**config.mk**
```make
export PLATFORM = sky130hd
export DESIGN_NAME = exp_series_ctrl
export DESIGN_NICKNAME = d
export VERILOG_FILES = /design/src/rtl/exp_series_pkg.sv /design/src/rtl/exp_mul_q16.sv /design/src/rtl/exp_series_ctrl.sv
export SDC_FILE = /design/constraint.sdc
export NUM_CORES = 1
export LEC_CHECK = 0
export CORE_MARGIN = 8
export CORE_UTILIZATION = 28
export CTS_CLUSTER_SIZE = 24
export DETAILED_ROUTE_END_ITERATION = 8
export PLACE_DENSITY_LB_ADDON = 0.15
export SYNTH_ARGS = -nofsm -noshare
export SYNTH_HDL_FRONTEND = slang
export SYNTH_SLANG_ARGS = --single-unit
```
**constraint.sdc**
```tcl
create_clock -name clk -period 7.6 [get_ports clk]
set_input_delay 1.9 -clock clk [delete_from_list [all_inputs] [get_ports clk]]
set_output_delay 1.9 -clock clk [all_outputs]
set_load 0.01 [all_outputs]
```
**src/rtl/exp_series_pkg.sv**
```systemverilog
// rtl/exp_series_pkg.sv - shared types and constants for the e^x Taylor-series sequencer
package exp_series_pkg;

    // Operand/result width of the datapath
    localparam int X_W = 16;

    // Depth of the reciprocal ROM; bounds the legal number of series terms
    localparam int ROM_DEPTH = 12;

    // 1.0 in unsigned Q2.14
    localparam logic [15:0] ONE = 16'h4000;

    typedef enum logic [2:0] {
        IDLE  = 3'd0,
        MUL_X = 3'd1,
        MUL_R = 3'd2,
        ACC   = 3'd3,
        DONE  = 3'd4
    } state_t;

    // Unsigned add that clamps at all-ones instead of wrapping
    function automatic logic [15:0] sat_add16(input logic [15:0] a, input logic [15:0] b);
        logic [16:0] sum;
        sum = {1'b0, a} + {1'b0, b};
        return sum[16] ? 16'hFFFF : sum[15:0];
    endfunction

endpackage

```
**src/rtl/exp_mul_q16.sv**
```systemverilog
// rtl/exp_mul_q16.sv - unsigned 16x16 multiply returning the upper half of the product
module exp_mul_q16
    import exp_series_pkg::*;
(
    input  logic [15:0] a,
    input  logic [15:0] b,
    output logic [15:0] p_hi
);

    logic [31:0] prod;

    // Full-width product, truncated to the upper 16 bits (fixed-point rescale)
    always_comb begin
        prod = {16'h0000, a} * {16'h0000, b};
        p_hi = prod[31:16];
    end

endmodule

```
**src/rtl/exp_series_ctrl.sv**
```systemverilog
// rtl/exp_series_ctrl.sv - sequencer evaluating e^x as a truncated Taylor series via a reciprocal ROM
module exp_series_ctrl
    import exp_series_pkg::*;
#(
    parameter int TERMS = 8
) (
    input  logic        clk,
    input  logic        rst_n,
    input  logic        start,
    input  logic [15:0] x_in,
    output logic        ready,
    output logic        done,
    output logic [15:0] result,
    output logic [3:0]  rom_addr,
    input  logic [15:0] rom_data
);

    if ((TERMS < 1) || (TERMS > ROM_DEPTH)) begin : g_bad_terms
        $error("exp_series_ctrl: TERMS must be within 1..ROM_DEPTH");
    end

    if (X_W != 16) begin : g_bad_width
        $error("exp_series_ctrl: only a 16-bit datapath is supported");
    end

    localparam logic [3:0] LAST_CNT = 4'(TERMS - 1);

    state_t      state_q, state_d;
    logic        ready_q, ready_d;
    logic        done_q, done_d;
    logic [15:0] result_q, result_d;
    logic [3:0]  cnt_q, cnt_d;
    logic [15:0] x_r_q, x_r_d;
    logic [15:0] term_q, term_d;
    logic [15:0] acc_q, acc_d;

    logic [15:0] mul_b;
    logic [15:0] mul_p;

    // The ROM high byte carries nothing we use
    logic unused_rom_hi;
    assign unused_rom_hi = ^rom_data[15:8];

    // Operand B selects x in MUL_X and the scaled reciprocal 1/(n+1) in MUL_R
    always_comb begin
        mul_b = x_r_q;
        if (state_q == MUL_R) begin
            mul_b = {rom_data[7:0], 8'h00};
        end
    end

    exp_mul_q16 u_mul (
        .a    (term_q),
        .b    (mul_b),
        .p_hi (mul_p)
    );

    // Next-state logic: one term costs MUL_X, MUL_R, ACC; DONE publishes the sum
    always_comb begin
        state_d  = state_q;
        result_d = result_q;
        cnt_d    = cnt_q;
        x_r_d    = x_r_q;
        term_d   = term_q;
        acc_d    = acc_q;
        done_d   = 1'b0;

        case (state_q)
            IDLE: begin
                if (start) begin
                    x_r_d   = x_in;
                    term_d  = ONE;
                    acc_d   = ONE;
                    cnt_d   = 4'd0;
                    state_d = MUL_X;
                end
            end
            MUL_X: begin
                term_d  = mul_p;
                state_d = MUL_R;
            end
            MUL_R: begin
                term_d  = mul_p;
                state_d = ACC;
            end
            ACC: begin
                acc_d = sat_add16(acc_q, term_q);
                if (cnt_q == LAST_CNT) begin
                    state_d = DONE;
                end else begin
                    cnt_d   = cnt_q + 4'd1;
                    state_d = MUL_X;
                end
            end
            DONE: begin
                result_d = acc_q;
                done_d   = 1'b1;
                state_d  = IDLE;
            end
            default: begin
                state_d = IDLE;
            end
        endcase

        ready_d = (state_d == IDLE);
    end

    // State and datapath registers; reset discards any run in progress
    always_ff @(posedge clk or negedge rst_n) begin
        if (!rst_n) begin
            state_q  <= IDLE;
            ready_q  <= 1'b1;
            done_q   <= 1'b0;
            result_q <= 16'h0000;
            cnt_q    <= 4'd0;
            x_r_q    <= 16'h0000;
            term_q   <= 16'h0000;
            acc_q    <= 16'h0000;
        end else begin
            state_q  <= state_d;
            ready_q  <= ready_d;
            done_q   <= done_d;
            result_q <= result_d;
            cnt_q    <= cnt_d;
            x_r_q    <= x_r_d;
            term_q   <= term_d;
            acc_q    <= acc_d;
        end
    end

    assign ready    = ready_q;
    assign done     = done_q;
    assign result   = result_q;
    assign rom_addr = cnt_q;

endmodule

```
## Word-level counts from Yosys, hierarchy flattened

Cells that the tools add are included.

- Bits in registers: 73
- Input bits: 35
- Output and inout bits: 22
- Logic and storage cells: 39

- Add/sub/neg operators: 2
- $mul: 1
- Equal/unequal tests: 7
- Mux-type cells: 12
- Reduce and logical (&&, ||, !) cells: 9

Operators with widths:

| operator | count |
|---|---|
| case mux 16 bit (2 select lines) | 2 |
| two-way mux 16 bit | 3 |
| multiplier 16 x 16 -> 32 bit | 1 |
| adder 16 x 16 -> 17 bit | 1 |
| case mux 3 bit (4 select lines) | 1 |
| two-way mux 4 bit | 2 |
| case mux 4 bit (2 select lines) | 1 |
| == test 3 x 2 -> 1 bit (second input constant) | 2 |
| zero test 3 bit | 2 |
| two-way mux 3 bit | 2 |
| AND reduction 2 bit | 3 |
| adder 4 x 1 -> 4 bit (second input constant) | 1 |
| == test 4 x 3 -> 1 bit (second input constant) | 1 |
| != test 2 bit (second input constant) | 2 |
| nonzero test 2 bit | 2 |
| == test 3 x 1 -> 1 bit (second input constant) | 1 |
| == test 3 bit (second input constant) | 1 |
| AND reduction 3 bit | 1 |
| OR reduction 2 bit | 1 |
| two-way mux 1 bit | 1 |

## Logic depth before layout (Yosys ltp)

Gate-level depths: netlist (run 1).

- Depth in word-level cells: 4
- Mapped depth: 26
- Mapped depth without buffers: 23

## Modules after synthesis

Synthesis (run 1) repeated with hierarchy kept, for this count alone.

- Cells, all modules: 1360
- Area, all modules: 12223.0 µm²

By module, submodules not included:

| module | instances | cells an instance | area each (µm²) | seq. area each (µm²) |
|---|---|---|---|---|
| exp_mul_q16 | 1 | 975 | 8428.1 | 0.0 |
| exp_series_ctrl | 1 | 385 | 3794.9 | 1828.0 |

## Least setup slack after synthesis (run 1)

OpenSTA, ideal clock, no wires.

- Path kind: input to register
- Start point: input port rom_data[0]
- End point: register term_q[14]
- Setup time: 0.126 ns
- Data arrival time: 7.250 ns
- Required time: 7.474 ns
- Slack: 0.224 ns
- Cell stages on the path: 22
- Buffers on the path: 1
- Path through: mux2_2 -> clkbuf_1 -> nand2_1 -> fa_1 -> inv_1 -> fa_1 -> inv_1 -> fa_1 -> inv_1 -> fa_1 -> fa_1 -> inv_1 -> fa_1 -> inv_1 -> ha_1 -> nand4_1 -> or4_1 -> nor3_2 -> nor3_2 -> o31ai_1 -> nand3_1 -> o311a_1

- Cells in the longest elaborated chain, start to end: 3

Ends and longest elaborated chain:

| item | line | RTL |
|---|---|---|
| start, declared | exp_series_ctrl.sv:15 | `input logic [15:0] rom_data` |
| two-way mux 16 bit | exp_series_ctrl.sv:47 | `if (state_q == MUL_R) begin` |
| multiplier 16 x 16 -> 32 bit | exp_mul_q16.sv:14 | `prod = {16'h0000, a} * {16'h0000, b};` |
| case mux 16 bit (2 select lines) | exp_series_ctrl.sv:68 | `case (state_q)` |
| end signal, assigned | exp_series_ctrl.sv:126 | `term_q <= term_d;` |
| end, declared | exp_series_ctrl.sv:34 | `logic [15:0] term_q, term_d;` |

Every way passes these cells.
A chain may end at the register's enable or synchronous reset.

## Worst setup path in the final report (run 1)

- Start point: input port rom_data[1]
- End point: register term_q[14]

Same word-level chain as after synthesis.

==> implementation parameters, run 1 <==
Parameter                              Value

Synth
  Avg Inst Size Synth ... 9.07 um2
  Synth cell types ... 62
  Synthesized area ... 0.0118 mm2
  Post-Synthesis Cells ... 1301
  Sequential-to-total area share from yosys stat ... 0.155
  Synthesized Nets ... 1648
  Fraction of synthesis flops using an asynchronous set or reset pin ... 1.00
  Number of enable flip-flop cells after synthesis ... 0
  Register bit count reported by yosys ... 73
  Flip-flop cell with the highest count after synthesis ... sky130_fd_sc_hd__dfrtp_1
  Synth warn ... 0

Hold path
  Worst hold-check path type ... register to register
  HP Start ... x_r_q[8]
  Min-Delay Path Depth ... 2
  Hold worst-path end ... x_r_q[8]

Setup path
  Reg-to-reg critical path startpoint ... state_q[1]
  Worst setup startpoint ... rom_data[1]
  Type of element capturing the critical path ... register
  R2r worst-path depth ... 23
  Startpoint type of the worst setup path ... input pin
  CP Class ... input pin to register
  Largest driver fanout on the critical path ... 4
  R2R Setup Slk ... 0.35 ns
  Worst path arrival time ... 7.70 ns
  End of the worst register-to-register path ... term_q[14]
  Required arrival time at the worst endpoint ... 7.88 ns

Routing
  Post-route DRC ... 0
  Per-cell via count in the routed design ... 4.65
  Mean routed wirelength per cell ... 17.3 um
  Detail Route Antenna Nets ... 0
  DRT iter0 DRCs ... 380
  Length of the first detailed-routing pass in iterations ... 5
  Total Wirelength ... 33600 um
  Via Count ... 9016

Global route
  Vias in the first global route ... 9706
  First-pass GRT wire length ... 54900 um
  Total overflow reported by the global router ... 0
  GRT Util Overall ... 0.141
  Largest net degree at the start of global routing ... 74
  Number of antenna violations at the first check in global routing ... 1

Final layout
  Final layout net count ... 1739
  Final cell utilization of the core ... 0.335
  Layout cell share with drive strength beyond 1 ... 0.138
  Cell Count, Final, Fillers Out ... 1937
  Synthesis-to-finish area growth ... 18.7%
  Number of filler instances in the final layout ... 4404

Floorplan
  Num rows ... 75
  Effective utilization at floorplan ... 0.283
  Die outline area ... 0.0490 mm2
  Area of the core ... 0.0418 mm2
  Die extent in x ... 221 um
  Y dimension of the die ... 221 um
  Top-Level Pins ... 57

Timing
  Max Clock Skew ... 0.00935 ns
  Highest achievable clock rate ... 135 MHz
  Worst slew margin relative to its limit ... 0.210
  Final hold viol count ... 0
  Final worst-path cycle share ... 0.976
  Number of slew-limit violations in the final report ... 0
  Worst hold-check slack ... 0.480 ns
  Slew @ Worst Pin ... 1.18 ns
  Final setup violation count ... 0
  Final critical-path setup slack ... 0.180 ns
  Minimum clock period after layout ... 7.42 ns

Placement
  Weighted congestion at the end of routability-driven global placement ... 0.816
  Final HPWL DP ... 26200 um
  Total of buffers placed on input and output ports ... 48
  Cell Count Post-Placement ... 1907
  Place WS ... -0.593 ns

Clock tree
  Number of H-tree levels ... 3
  Clock tree from TritonCTS ... built
  Sinks on the clock net ... 73
  Max clock buf depth ... 2
  Clock buffers created by TritonCTS ... 9
  Cell at the root of the clock tree ... sky130_fd_sc_hd__clkbuf_16
  Clock slew at the register clock pins of the worst setup and hold paths ... 0.06 ns
  Worst-Skew Late Latency ... 0.34 ns
  CTS Hold Bufs ... 0

Job
  Number of max-cap violations ... 0

Outcome
  Status ... complete, no violations
worst max-delay path by stage:
stage                 endpoint
CTS                 term_q[14]
finish              term_q[14]
global route        term_q[11]
floorplan           term_q[14]
global placement    term_q[10]
detailed placement  term_q[10]
synthesized netlist by cell type (15+ instances only):
master,instances,area [um2]
sky130_fd_sc_hd__clkbuf_1,59,221
sky130_fd_sc_hd__nand3_1,35,175
sky130_fd_sc_hd__nor2_1,18,67.6
sky130_fd_sc_hd__ha_1,118,1480
sky130_fd_sc_hd__dfrtp_1,72,1800
sky130_fd_sc_hd__o21ai_1,17,85.1
sky130_fd_sc_hd__a31oi_1,15,93.8
sky130_fd_sc_hd__inv_1,242,908
sky130_fd_sc_hd__xnor2_1,18,158
sky130_fd_sc_hd__mux2_2,24,270
sky130_fd_sc_hd__a21oi_1,50,250
sky130_fd_sc_hd__and3_1,66,413
sky130_fd_sc_hd__and2_1,54,338
sky130_fd_sc_hd__fa_1,194,3880
sky130_fd_sc_hd__nand2_1,204,766
worst max-delay path, stage by stage:
cell and delay, ns:
sky130_fd_sc_hd__buf_2 0.14, sky130_fd_sc_hd__mux2_4 0.24, sky130_fd_sc_hd__buf_4 0.13, sky130_fd_sc_hd__nand2_1 0.06, sky130_fd_sc_hd__fa_1 0.50, sky130_fd_sc_hd__inv_1 0.05
sky130_fd_sc_hd__fa_1 0.49, sky130_fd_sc_hd__inv_2 0.04, sky130_fd_sc_hd__fa_1 0.49, sky130_fd_sc_hd__inv_2 0.04, sky130_fd_sc_hd__fa_1 0.51, sky130_fd_sc_hd__fa_1 0.57
sky130_fd_sc_hd__inv_2 0.04, sky130_fd_sc_hd__fa_1 0.55, sky130_fd_sc_hd__inv_2 0.06, sky130_fd_sc_hd__ha_4 0.27, sky130_fd_sc_hd__nand4_1 0.14, sky130_fd_sc_hd__or4_4 0.53
sky130_fd_sc_hd__nor3_4 0.23, sky130_fd_sc_hd__nor3_4 0.08, sky130_fd_sc_hd__o31ai_2 0.23, sky130_fd_sc_hd__buf_4 0.15, sky130_fd_sc_hd__or3_1 0.09, sky130_fd_sc_hd__o311a_1 0.16
registers in the layout, summed over array words and instances, names as in the netlist:
signal and flops:
result 16, state_q 3, rom_addr 4, ready 1
acc_q 16, x_r_q 16, term_q 16, done 1
metrics by stage:
step / TNS [ns] / instance area [um2]
3_5_place_dp: -6.44 / 13400
6_report: 0 / 14000
2_1_floorplan: 0 / 11800
5_1_grt: -0.0289 / 14000
3_3_place_gp: -6.71 / 13400
4_1_cts: 0 / 13800
metal layers:
layer  up-vias  routed length [um]  global-route usage
li1       4291                   -                   -
met1      4593               16100               0.190
met2       110               16100               0.241
met3        22                 988              0.0176
met4         0                 411              0.0243
met5         -                   0                   0
layout by cell type (no fill, tap or decap), types with 35 or more instances in the layout:
cell                              instances
sky130_fd_sc_hd__dfrtp_1                 72
sky130_fd_sc_hd__nand3_1                 35
sky130_fd_sc_hd__and2_1                  48
sky130_fd_sc_hd__fa_1                   191
sky130_fd_sc_hd__buf_4                   84
sky130_fd_sc_hd__clkdlybuf4s50_1         39
sky130_fd_sc_hd__and3_1                  66
sky130_fd_sc_hd__nand2_1                195
sky130_fd_sc_hd__inv_1                  231
sky130_fd_sc_hd__ha_1                   110
sky130_fd_sc_hd__a21oi_1                 45
final cells by class:
class,instances,area [um2],area share
Inverter,242,908,0.0649
Tap cell,539,674,0.0481
Sequential cell,73,1830,0.131
Clock buffer,15,258,0.0184
Multi-Input combinational cell,925,9110,0.651
Timing Repair Buffer,141,1220,0.0869
Antenna cell,1,2.50,0.000179
Clock inverter,1,5.00,0.000357
cell families (layout without fill, tap and decap cells):
kind of cell / after synthesis / after routing / synth area share
XOR/XNOR: 29 / 29 / 0.0215
buffers and inverters: 304 / 399 / 0.0971
AND/OR/NAND/NOR: 411 / 411 / 0.169
other: 0 / 1 / 0
AO/OA/AOI/OAI: 145 / 145 / 0.0776
multiplexers: 27 / 28 / 0.0256
flip-flops: 73 / 73 / 0.155
adder cells (fa/ha/maj): 312 / 312 / 0.454
repair_timing:
item / in CTS / in global routing
cloned: 1 / 0
setup endpoints to repair: 10 / 10
pin swaps: 19 / 44
setup buffers: 9 / 5
resized for setup: 33 / 52
Power of run 1 is left out: the tool's default activity adds up to more than one toggle a clock period on the data nets, which glitch-free logic cannot reach.
==> run 2: changes to the inputs <==
- CAP_MARGIN: not set -> 10
- SKIP_CTS_REPAIR_TIMING: not set -> 1
==> implementation parameters, run 2 (same netlist as run 1, synthesis figures left out) <==
Parameter                              Value

Global route
  First-pass GRT wire length ... 54300 um
  Busiest metal layer after global routing ... met2
  Total overflow reported by the global router ... 0
  GR met2 Demand/Resource ... 0.238
  Global routing usage on met1 ... 0.187
  Number of antenna violations at the first check in global routing ... 1
  Vias in the first global route ... 9642
  Largest net degree at the start of global routing ... 74
  GRT Util Overall ... 0.139
  Met3 track utilization from global routing ... 0.0176

Routing
  Detail Route Antenna Nets ... 0
  Post-route DRC ... 0
  Via Count ... 8903
  Total Wirelength ... 33200 um
  Per-cell via count in the routed design ... 4.61
  Mean routed wirelength per cell ... 17.2 um
  Length of the first detailed-routing pass in iterations ... 4
  DRT iter0 DRCs ... 356

Timing
  Final setup violation count ... 0
  Slew @ Worst Pin ... 1.11 ns
  Minimum clock period after layout ... 7.44 ns
  Setup repair after global routing missed its margin ... true
  Max Clock Skew ... 0.00984 ns
  Final hold viol count ... 0
  Worst slew margin relative to its limit ... 0.258
  Final critical-path setup slack ... 0.156 ns
  Final worst-path cycle share ... 0.980
  Number of slew-limit violations in the final report ... 0
  Highest achievable clock rate ... 134 MHz

Placement
  Weighted congestion at the end of routability-driven global placement ... 0.816
  Final HPWL DP ... 26200 um
  Place WS ... -0.593 ns
  Total of buffers placed on input and output ports ... 48

Final layout
  Synthesis-to-finish area growth ... 17.8%
  Commonest cells after routing, fill and taps aside ... sky130_fd_sc_hd__inv_1, sky130_fd_sc_hd__nand2_1, sky130_fd_sc_hd__fa_1, sky130_fd_sc_hd__ha_1, sky130_fd_sc_hd__buf_4
  Most common library cell in the layout ignoring fill and taps ... sky130_fd_sc_hd__inv_1
  Layout cell share with drive strength beyond 1 ... 0.119
  Final layout net count ... 1733
  Number of filler instances in the final layout ... 4418

Clock tree
  Worst-Skew Late Latency ... 0.34 ns
  Cell at the root of the clock tree ... sky130_fd_sc_hd__clkbuf_16
  Clock slew at the register clock pins of the worst setup and hold paths ... 0.06 ns
  Sinks on the clock net ... 73
  Clock tree from TritonCTS ... built
  Clock buffers created by TritonCTS ... 9
  Max clock buf depth ... 2
  Number of H-tree levels ... 3

Setup path
  Largest driver fanout on the critical path ... 7
  Required arrival time at the worst endpoint ... 7.88 ns
  Worst path arrival time ... 7.72 ns
  Startpoint type of the worst setup path ... input pin
  Type of element capturing the critical path ... register
  CP Class ... input pin to register

Floorplan
  Y dimension of the die ... 221 um
  Area of the core ... 0.0418 mm2
  Top-Level Pins ... 57
  Die extent in x ... 221 um
  Die outline area ... 0.0490 mm2
  Num rows ... 75
  Effective utilization at floorplan ... 0.283

Job
  Number of max-cap violations ... 0

Hold path
  Worst hold-check path type ... register to register

Outcome
  Status ... complete, no violations
run 2: final timing paths:
| kind | slack [ns] | end | cells after the start | startpoint |
|---|---|---|---|---|
| hold / removal | 0.48 | x_r_q[8] | 2 | x_r_q[8] |
| min in group asynchronous | 1.71 | x_r_q[0] | 1 | rst_n |
| setup / recovery | 0.16 | term_q[14] | 22 | rom_data[3] |
| max in group asynchronous | 5.25 | term_q[12] | 1 | rst_n |
| setup reg to reg | 0.42 | term_q[14] | 23 | state_q[1] |
| hold reg to reg | 0.48 | x_r_q[8] | 2 | x_r_q[8] |
run 2: final cells by class:
cell class                 instances  area, um2  share of cell area
clock buffer                      15        258              0.0185
antenna                            1       2.50            0.000180
sequential                        73       1830               0.131
tap                              539        674              0.0485
clock inverter                     1       5.00            0.000360
timing repair buffer             135       1180              0.0848
multi-input combinational        925       9050               0.651
inverter                         242        908              0.0653
run 2: metrics by stage:
step	instances	TNS [ns]	cell area [um2]	util	hold slack [ns]
floorplan	1301	0	11800	-	0.440
global placement	1907	-6.71	13400	0.320	0.456
detailed placement	1907	-6.44	13400	0.320	0.458
CTS	1923	-1.48	13600	0.326	0.473
global route	1930	-0.0217	13900	0.333	0.511
finish	1931	0	13900	0.333	0.480
run 2: per-layer routing:
metal,up-vias,routed length [um]
li1,4287,-
met1,4486,15700
met2,106,15900
met3,24,1160
met4,0,467
met5,-,0
run 2: worst max-delay path: stages:
cell	delay, ns
sky130_fd_sc_hd__buf_6	0.09
sky130_fd_sc_hd__mux2_4	0.34
sky130_fd_sc_hd__and2_4	0.19
sky130_fd_sc_hd__fa_1	0.52
sky130_fd_sc_hd__inv_1	0.05
sky130_fd_sc_hd__fa_1	0.51
sky130_fd_sc_hd__inv_2	0.04
sky130_fd_sc_hd__fa_1	0.55
sky130_fd_sc_hd__fa_1	0.44
sky130_fd_sc_hd__fa_1	0.56
sky130_fd_sc_hd__inv_2	0.04
sky130_fd_sc_hd__fa_1	0.56
sky130_fd_sc_hd__inv_2	0.06
sky130_fd_sc_hd__ha_4	0.28
sky130_fd_sc_hd__nand4_1	0.13
sky130_fd_sc_hd__or4_4	0.56
sky130_fd_sc_hd__nor3_4	0.21
sky130_fd_sc_hd__nor3_4	0.07
sky130_fd_sc_hd__o31ai_2	0.19
sky130_fd_sc_hd__buf_4	0.15
sky130_fd_sc_hd__or3_1	0.10
sky130_fd_sc_hd__o311a_1	0.16
Power of run 2 is left out for the same reason.
==> run 3: changes to the inputs <==
- SKIP_LAST_GASP: not set -> 1
==> results of run 3 <==
Same layout as run 2: the final DEF is identical, and so are final timing and power.
Power of run 3 is left out for the same reason.
